<file path="src/rtl/hazard_fwd_unit.sv">
// Decode-stage hazard and forwarding controller for the 5-stage WISC pipeline.
// Tracks the execute/memory producers in a 2-slot scoreboard and drives forward/stall controls.
module hazard_fwd_unit #(
    parameter int CNT_W = 16
) (
    input  logic             clk,
    input  logic             rst,
    input  logic             id_valid,
    input  logic [2:0]       id_rs,
    input  logic             id_rs_used,
    input  logic [2:0]       id_rt,
    input  logic             id_rt_used,
    input  logic             id_regWrite,
    input  logic [2:0]       id_writeReg,
    input  logic             id_memRead,
    input  logic [1:0]       id_regSrc,
    input  logic             flush,
    input  logic             mem_stall,
    output logic             stall,
    output logic             forward_XX_A,
    output logic             forward_XX_B,
    output logic             forward_XM_A,
    output logic             forward_XM_B,
    output logic [1:0]       forward_XX_sel,
    output logic [1:0]       forward_XM_sel,
    output logic [CNT_W-1:0] stall_count
);

    typedef struct packed {
        logic       v;
        logic       wr;
        logic [2:0] rd;
        logic       ld;
        logic [1:0] src;
    } sb_entry_t;

    sb_entry_t        r_dx;
    sb_entry_t        r_xm;
    sb_entry_t        w_id_entry;
    logic [CNT_W-1:0] r_stall_count;

    logic w_m_dx_a, w_m_dx_b, w_m_xm_a, w_m_xm_b;
    logic w_stall, w_fwd_en;
    logic w_xx_a, w_xx_b, w_xm_a, w_xm_b;

    assign w_id_entry = '{v: 1'b1, wr: id_regWrite, rd: id_writeReg, ld: id_memRead, src: id_regSrc};

    assign w_m_dx_a = r_dx.v & r_dx.wr & id_rs_used & (r_dx.rd == id_rs);
    assign w_m_dx_b = r_dx.v & r_dx.wr & id_rt_used & (r_dx.rd == id_rt);
    assign w_m_xm_a = r_xm.v & r_xm.wr & id_rs_used & (r_xm.rd == id_rs);
    assign w_m_xm_b = r_xm.v & r_xm.wr & id_rt_used & (r_xm.rd == id_rt);

    // A load one ahead has no data yet; flush squashes decode, so it beats the stall.
    assign w_stall  = id_valid & ~flush & r_dx.ld & (w_m_dx_a | w_m_dx_b);
    assign w_fwd_en = id_valid & ~w_stall & ~flush;

    assign w_xx_a = w_fwd_en & w_m_dx_a & ~r_dx.ld;
    assign w_xx_b = w_fwd_en & w_m_dx_b & ~r_dx.ld;
    assign w_xm_a = w_fwd_en & w_m_xm_a & ~w_xx_a;
    assign w_xm_b = w_fwd_en & w_m_xm_b & ~w_xx_b;

    assign stall          = w_stall;
    assign forward_XX_A   = w_xx_a;
    assign forward_XX_B   = w_xx_b;
    assign forward_XM_A   = w_xm_a;
    assign forward_XM_B   = w_xm_b;
    assign forward_XX_sel = (w_xx_a | w_xx_b) ? r_dx.src : 2'b00;
    assign forward_XM_sel = (w_xm_a | w_xm_b) ? r_xm.src : 2'b00;
    assign stall_count    = r_stall_count;

    // NOTE: non-blocking assignments here so r_xm samples the old r_dx, mirroring the pipeline shift.
    always_ff @(posedge clk) begin
        if (!rst) begin
            r_dx          <= '0;
            r_xm          <= '0;
            r_stall_count <= '0;
        end else if (!mem_stall) begin
            r_xm <= r_dx;
            r_dx <= w_fwd_en ? w_id_entry : '0;
            if (w_stall && !(&r_stall_count))
                r_stall_count <= r_stall_count + 1'b1;
        end
    end

endmodule

</file>
<file path="config.mk">
export PLATFORM = sky130hd
export DESIGN_NAME = hazard_fwd_unit
export DESIGN_NICKNAME = d
export VERILOG_FILES = /design/src/rtl/hazard_fwd_unit.sv
export SDC_FILE = /design/constraint.sdc
export NUM_CORES = 1
export LEC_CHECK = 0
export CORE_AREA = 2 2 56 84
export CTS_CLUSTER_SIZE = 8
export DETAILED_ROUTE_END_ITERATION = 10
export DIE_AREA = 0 0 58 86
export HOLD_SLACK_MARGIN = 0.05
export PLACE_DENSITY = 0.74
export RECOVER_POWER = 100
export SLEW_MARGIN = 20
export SYNTH_ARGS = -nofsm -noshare
export SYNTH_HDL_FRONTEND = slang
export SYNTH_SLANG_ARGS = --single-unit
</file>
<file path="constraint.sdc">
create_clock -name clk -period 1.9 [get_ports clk]
set_clock_uncertainty 0.2 [all_clocks]
set_input_delay 0.38 -clock clk [delete_from_list [all_inputs] [get_ports clk]]
set_output_delay 0.38 -clock clk [all_outputs]
set_load 0.02 [all_outputs]
</file>
==> metrics.txt, run 1 <==
# hold bufs at CTS=0; # nets final=304; fmax=0.398 GHz; failing checks=setup timing; final-report setup violation count=29; DP Cell Count=about 310; crit-path cells=xor2_2, nor4_4, a21oi_1, o211ai_1, buf_4, nor2_2, buf_6; Final ANT Viol Nets=0; most common cell after layout, fill and taps aside=buf_4; grt ovf=0; Hold Crit Class=register to register; H-tree lvl count=2; Final Max Tran Viols=0; Ys Warns=0; area leader, netlist=dfxtp_1; EDFF count, synth=0; switching power=324 uW; ranking of synthesized cells by area=dfxtp_1 (37%), nor2_1 (5.4%), o31ai_1 (5.0%); internal power=around 1000 uW; multi-input logic area=between 1000 and 1500 um2; RePlAce Congestion=about 0.84; clock root buffer=clkbuf_8; element type at the critical path end=output port; Slew headroom=0.687; syn nets=212; Worst Path Buf+Inv=2; post-DP HPWL=3.68 mm; Cell variety after synth=37; vias=1848; Layout area overhead=70.0%; CP peak stage delay=0.37 ns; DIE HEIGHT=86 um; vias per inst=between 5 and 6; Core Area=~4200 um2; CP Data Required Time=around 1.3 ns; Clk network pwr share=0.378; RSZ-0062 raised after global routing=true; clk sinks=31; post-route minimum period=~2.5 ns; CTS Buffer Depth=2; Min Hold Slack=0.302 ns; drt pass-1 iters=4; Yosys reg bits=31; kind of critical path=register to output port; Cells after Synth=around 190; global-route wire length before repair=8.21 mm; PortBufs=44; fillcell total=350; TritonCTS clock tree=built; outcome=finished, violations left; number of diodes=0; fraction of registers with async set/reset=0; worst slew pin tran=0.469 ns; ratio of cells with drive above 1 in the final layout=0.404; switching share of total power=0.250; Initial Utilization=0.394; Max Cap Viol=0; Ports=45; CTS Buf Count=5; Worst Path Arrival=1.93 ns; sequential area share after synthesis=0.375; final non-filler cell total=~330; Comb power frac=0.112; die span in x=58 um; CP Launch Type=register; Die ar.=4990 um2; cell family with most CP delay=compound AO/OA/AOI/OAI gates; vias in the first global route=around 1800; clock slew at reported path FFs=0.06 ns; PwrDens=460 nW/um2; Skew-Pair Late Insertion Delay=0.29 ns; most frequent cells in the layout=buf_4 (39), dfxtp_1 (22), nor2_1 (17); total wire length=roughly 5.6 mm; drt wl/cell=17.0 um; GRT Overall Usage=0.215; Static Leak=0.00105 uW; DR DRC count=0; Post-Syn Area=~1700 um2; CP Max Fanout=3; Slowest-stage cell, CP=dfxtp_4; top_reg_cell synth=dfxtp_1; Starting DRT DRC Count=around 50; Avg Inst Size Synth=8.67 um2; Sequential Power Share=0.510; initial antenna violation count=0; FF/Latch Area=639 um2; Max IR drop VDD=0.495 mV; final worst-path cycle share=1.32; Core Rows=29; Yosys top cell area share=0.375; largest net degree at the start of global routing=28; final worst slack=-0.612 ns; Fin. Hold Viols=0
==> cell usage after synthesis, types with 4 or more instances <==
| library cell | count |
|---|---|
| dfxtp_1 | 31 |
| nor2_1 | 24 |
| a21oi_1 | 15 |
| o31ai_1 | 11 |
| nand3_1 | 10 |
| or4_1 | 10 |
| nand2_1 | 9 |
| mux2i_1 | 8 |
| a32oi_1 | 7 |
| inv_1 | 7 |
| clkbuf_1 | 6 |
| xnor2_1 | 6 |
| xor2_1 | 6 |
| and3_1 | 4 |
| nand4_1 | 4 |
==> path summary, 6_finish.rpt <==
check	from	end	slack, ns	cells past startpoint
min	r_xm[1]	r_xm[1]	0.30	2
max reg2reg	r_dx[4]	stall_count[1]	-0.47	9
min reg2reg	r_xm[1]	r_xm[1]	0.30	2
max	r_dx[4]	forward_XM_sel[1]	-0.61	7
==> sequential cells by signal, indices dropped and copies added (netlist names) <==
register     cells
r_dx             8
r_xm             7
stall_count     16
==> cell type report <==
| type | instances | area share |
|---|---|---|
| Timing Repair Buffer | 95 | 0.282 |
| Sequential cell | 31 | 0.227 |
| Inverter | 8 | 0.0107 |
| Tap cell | 46 | 0.0204 |
| Clock buffer | 6 | 0.0258 |
| Multi-Input combinational cell | 142 | 0.434 |
==> kinds of logic (layout without fill, tap and decap cells) <==
| family | after synthesis | after routing | synth area share |
|---|---|---|---|
| compound gates | 46 | 46 | 0.195 |
| xor+xnor | 12 | 12 | 0.0634 |
| fa+ha+maj | 1 | 1 | 0.00755 |
| buf+inv | 18 | 109 | 0.0476 |
| flops | 31 | 31 | 0.375 |
| mux | 8 | 8 | 0.0483 |
| simple gates | 75 | 75 | 0.264 |
==> routing by layer <==
metal  GRT usage  routed length (um)
met4      0.0973                 164
met3      0.0558                 223
met5           0                   0
met1       0.215                1990
met2       0.403                3210
==> tightest hold or removal path, delay by kind of cell, from the launching register on <==
kind	cells	cell delay (ns)
AND/OR/NAND/NOR	1	0.07
multiplexers	1	0.07
flip-flops	1	0.33
==> timing repair <==
| action | CTS | global route |
|---|---|---|
| cloned | 0 | 0 |
| gates resized for setup | 87 | 41 |
| pin swaps | 9 | 11 |
| buffers inserted | 6 | 4 |
| setup endpoints to repair | 41 | 36 |
==> per-stage QoR <==
step / power (uW) / utilization / setup WS, ns / setup TNS, ns / cell area, um2
2_1_floorplan: 727 / - / -0.155 / -0.911 / 1750
3_3_place_gp: 802 / 0.589 / -1.14 / -23.38 / 2480
3_5_place_dp: 804 / 0.589 / -1.19 / -25.18 / 2480
4_1_cts: 1290 / 0.635 / -0.581 / -10.87 / 2670
5_1_grt: 1330 / 0.669 / -0.704 / -13.14 / 2820
6_report: 1290 / 0.669 / -0.612 / -10.46 / 2820
==> power by group through the flow <==
stage	sequential (uW)	combinational, uW	clock (uW)
floorplan	674	52.9	0
global route	661	153	515
global placement	675	127	0
detailed placement	675	129	0
CTS	660	133	493
finish	661	144	490
(Power assumes the default switching activity.)
==> inputs of run 2 (changes only) <==
MAX_ROUTING_LAYER = met4   (was default)
PLACE_DENSITY = 0.69   (was 0.74)
==> run 2 against run 1 <==
Via count grew 0.54%; the flow still finishes with violations (setup timing); critical endpoint is now forward_XM_sel[0]; sequential power barely moved; highest routed layer unchanged; worst hold slack is essentially flat; first-iteration DRC count rose by 29%; total power increased by 6.7%.
==> metrics.txt, run 2 (synthesized netlist as in run 1, its figures left out) <==
H-tree lvl count=2; post-DP HPWL=3.55 mm; final worst-path cycle share=1.26; max reg flops=16; final-report setup violation count=25; ratio of cells with drive above 1 in the final layout=0.454; total wire length=between 5 and 6 mm; Layout area overhead=76.4%; TNS Setup=-7.65 ns; most frequent cells in the layout=buf_4 (28), buf_6 (22), dfxtp_1 (19); kind of critical path=input pin to output port; fillcell total=325; global-route wire length before repair=approximately 8.3 mm; failing checks=setup timing; PwrDens=approximately 470 nW/um2; RePlAce Congestion=0.883; clock slew at reported path FFs=0.06 ns; final non-filler cell total=328; reg2reg start=r_dx[4]; DP Cell Count=310; CP Launch Type=input pin; Hold Crit Class=register to register; worst slew pin tran=0.445 ns; drt wl/cell=16.7 um; RSZ-0062 raised after global routing=true; GRT Overall Usage=0.222; worst reg2reg setup slack=-0.37 ns; CTS Buf Count=5; Setup WS pre-CTS=-1.15 ns; DIE HEIGHT=about 86 um; Die ar.=between 4000 and 5000 um2; outcome=finished, violations left; Final Max Tran Viols=0; Slew headroom=0.704; fmax=0.417 GHz; number of diodes=0; post-route minimum period=approximately 2.4 ns; CTS Buffer Depth=2; R2R depth=8; CP Max Fanout=4; die span in x=between 50 and 60 um; Worst Path Arrival=1.82 ns; vias in the first global route=1820; vias per inst=5.66; Fin. Hold Viols=0; Ports=45; DR DRC count=0; Core Area=4210 um2; Core Rows=29; worst hold stages=2; Hold Path Origin=stall_count[10]; # nets final=a little over 300; clk sinks=31; vias=1858; most common cell after layout, fill and taps aside=buf_4; Initial Utilization=0.394; initial antenna violation count=0; Static Leak=0.00109 uW; element type at the critical path end=output port; largest net degree at the start of global routing=28; Util after Layout=0.694; PortBufs=44; TritonCTS clock tree=built; Starting DRT DRC Count=66; drt pass-1 iters=4; Max IR drop VDD=0.403 mV; clock root buffer=clkbuf_8; Hold EP=stall_count[10]; Final ANT Viol Nets=0; final worst slack=-0.498 ns; Skew-Pair Late Insertion Delay=0.29 ns; grt ovf=0; # hold bufs at CTS=0; CP Data Required Time=1.32 ns; Max Cap Viol=0; R2R Path End=stall_count[9]
[run 2: cell count changes in the layout (fill, tap and decap cells not counted), sizes merged]
cell	change
dlygate4sd2	-1
buf	-5
clkdlybuf4s15	+3
clkbuf	+4
clkdlybuf4s50	-1
[run 2: metal layers]
metal	routed length [um]	vias up	share of wire	track usage
met5	0	-	0	-
met4	146	0	0.027	0.108
met3	191	13	0.035	0.0407
met2	3210	63	0.59	0.402
met1	1920	903	0.35	0.221
li1	-	879	-	-
[run 2: area by class of cell]
| class | instances | area, um2 | area share |
|---|---|---|---|
| multi-input combinational | 142 | 1290 | 0.441 |
| timing repair buffer | 93 | 797 | 0.273 |
| sequential | 31 | 648 | 0.222 |
| clock buffer | 8 | 100 | 0.0343 |
| tap | 46 | 57.6 | 0.0197 |
| inverter | 8 | 30.0 | 0.0103 |
[run 2: worst max path at each step]
stage                             end  slack, ns  depth (start not counted)        from
finish              forward_XM_sel[0]      -0.50                          8  id_rt_used
global route        forward_XM_sel[0]      -0.57                          7     r_dx[4]
CTS                 forward_XM_sel[0]      -0.53                          7     r_dx[5]
detailed placement  forward_XM_sel[0]      -1.15                          8  id_rt_used
global placement    forward_XM_sel[0]      -1.13                          8  id_rt_used
floorplan           forward_XM_sel[0]      -0.15                          6    id_rs[1]
[run 2: metrics by stage]
step	hold slack (ns)	power (uW)	cell area (um2)
finish	0.301	1380	2920
global route	0.317	1430	2920
CTS	0.292	1380	2800
detailed placement	0.282	800	2460
global placement	0.270	800	2460
floorplan	0.263	727	1750
[run 2: worst max-delay path, cell delays in order]
cell and delay [ns]:
dlygate4sd2_1 0.28, nand3_2 0.13, nor4_4 0.39, a21oi_1 0.12, o211ai_1 0.18, buf_4 0.17
nor2_2 0.05, buf_6 0.12
[run 2: where the power goes]
group | internal, uW | leakage (uW) | total (uW) | switching, uW
clock network | 330 | 0.0000515 | 579 | 249
logic | 72.2 | 0.000779 | 143 | 70.8
registers | 651 | 0.000258 | 659 | 8.33
[run 2: repair_timing]
item | CTS | global route
pin swaps | 33 | 25
endpoints found under the setup margin | 41 | 37
buffers inserted | 9 | 6
gates cloned | 1 | 0
resized for setup | 112 | 45
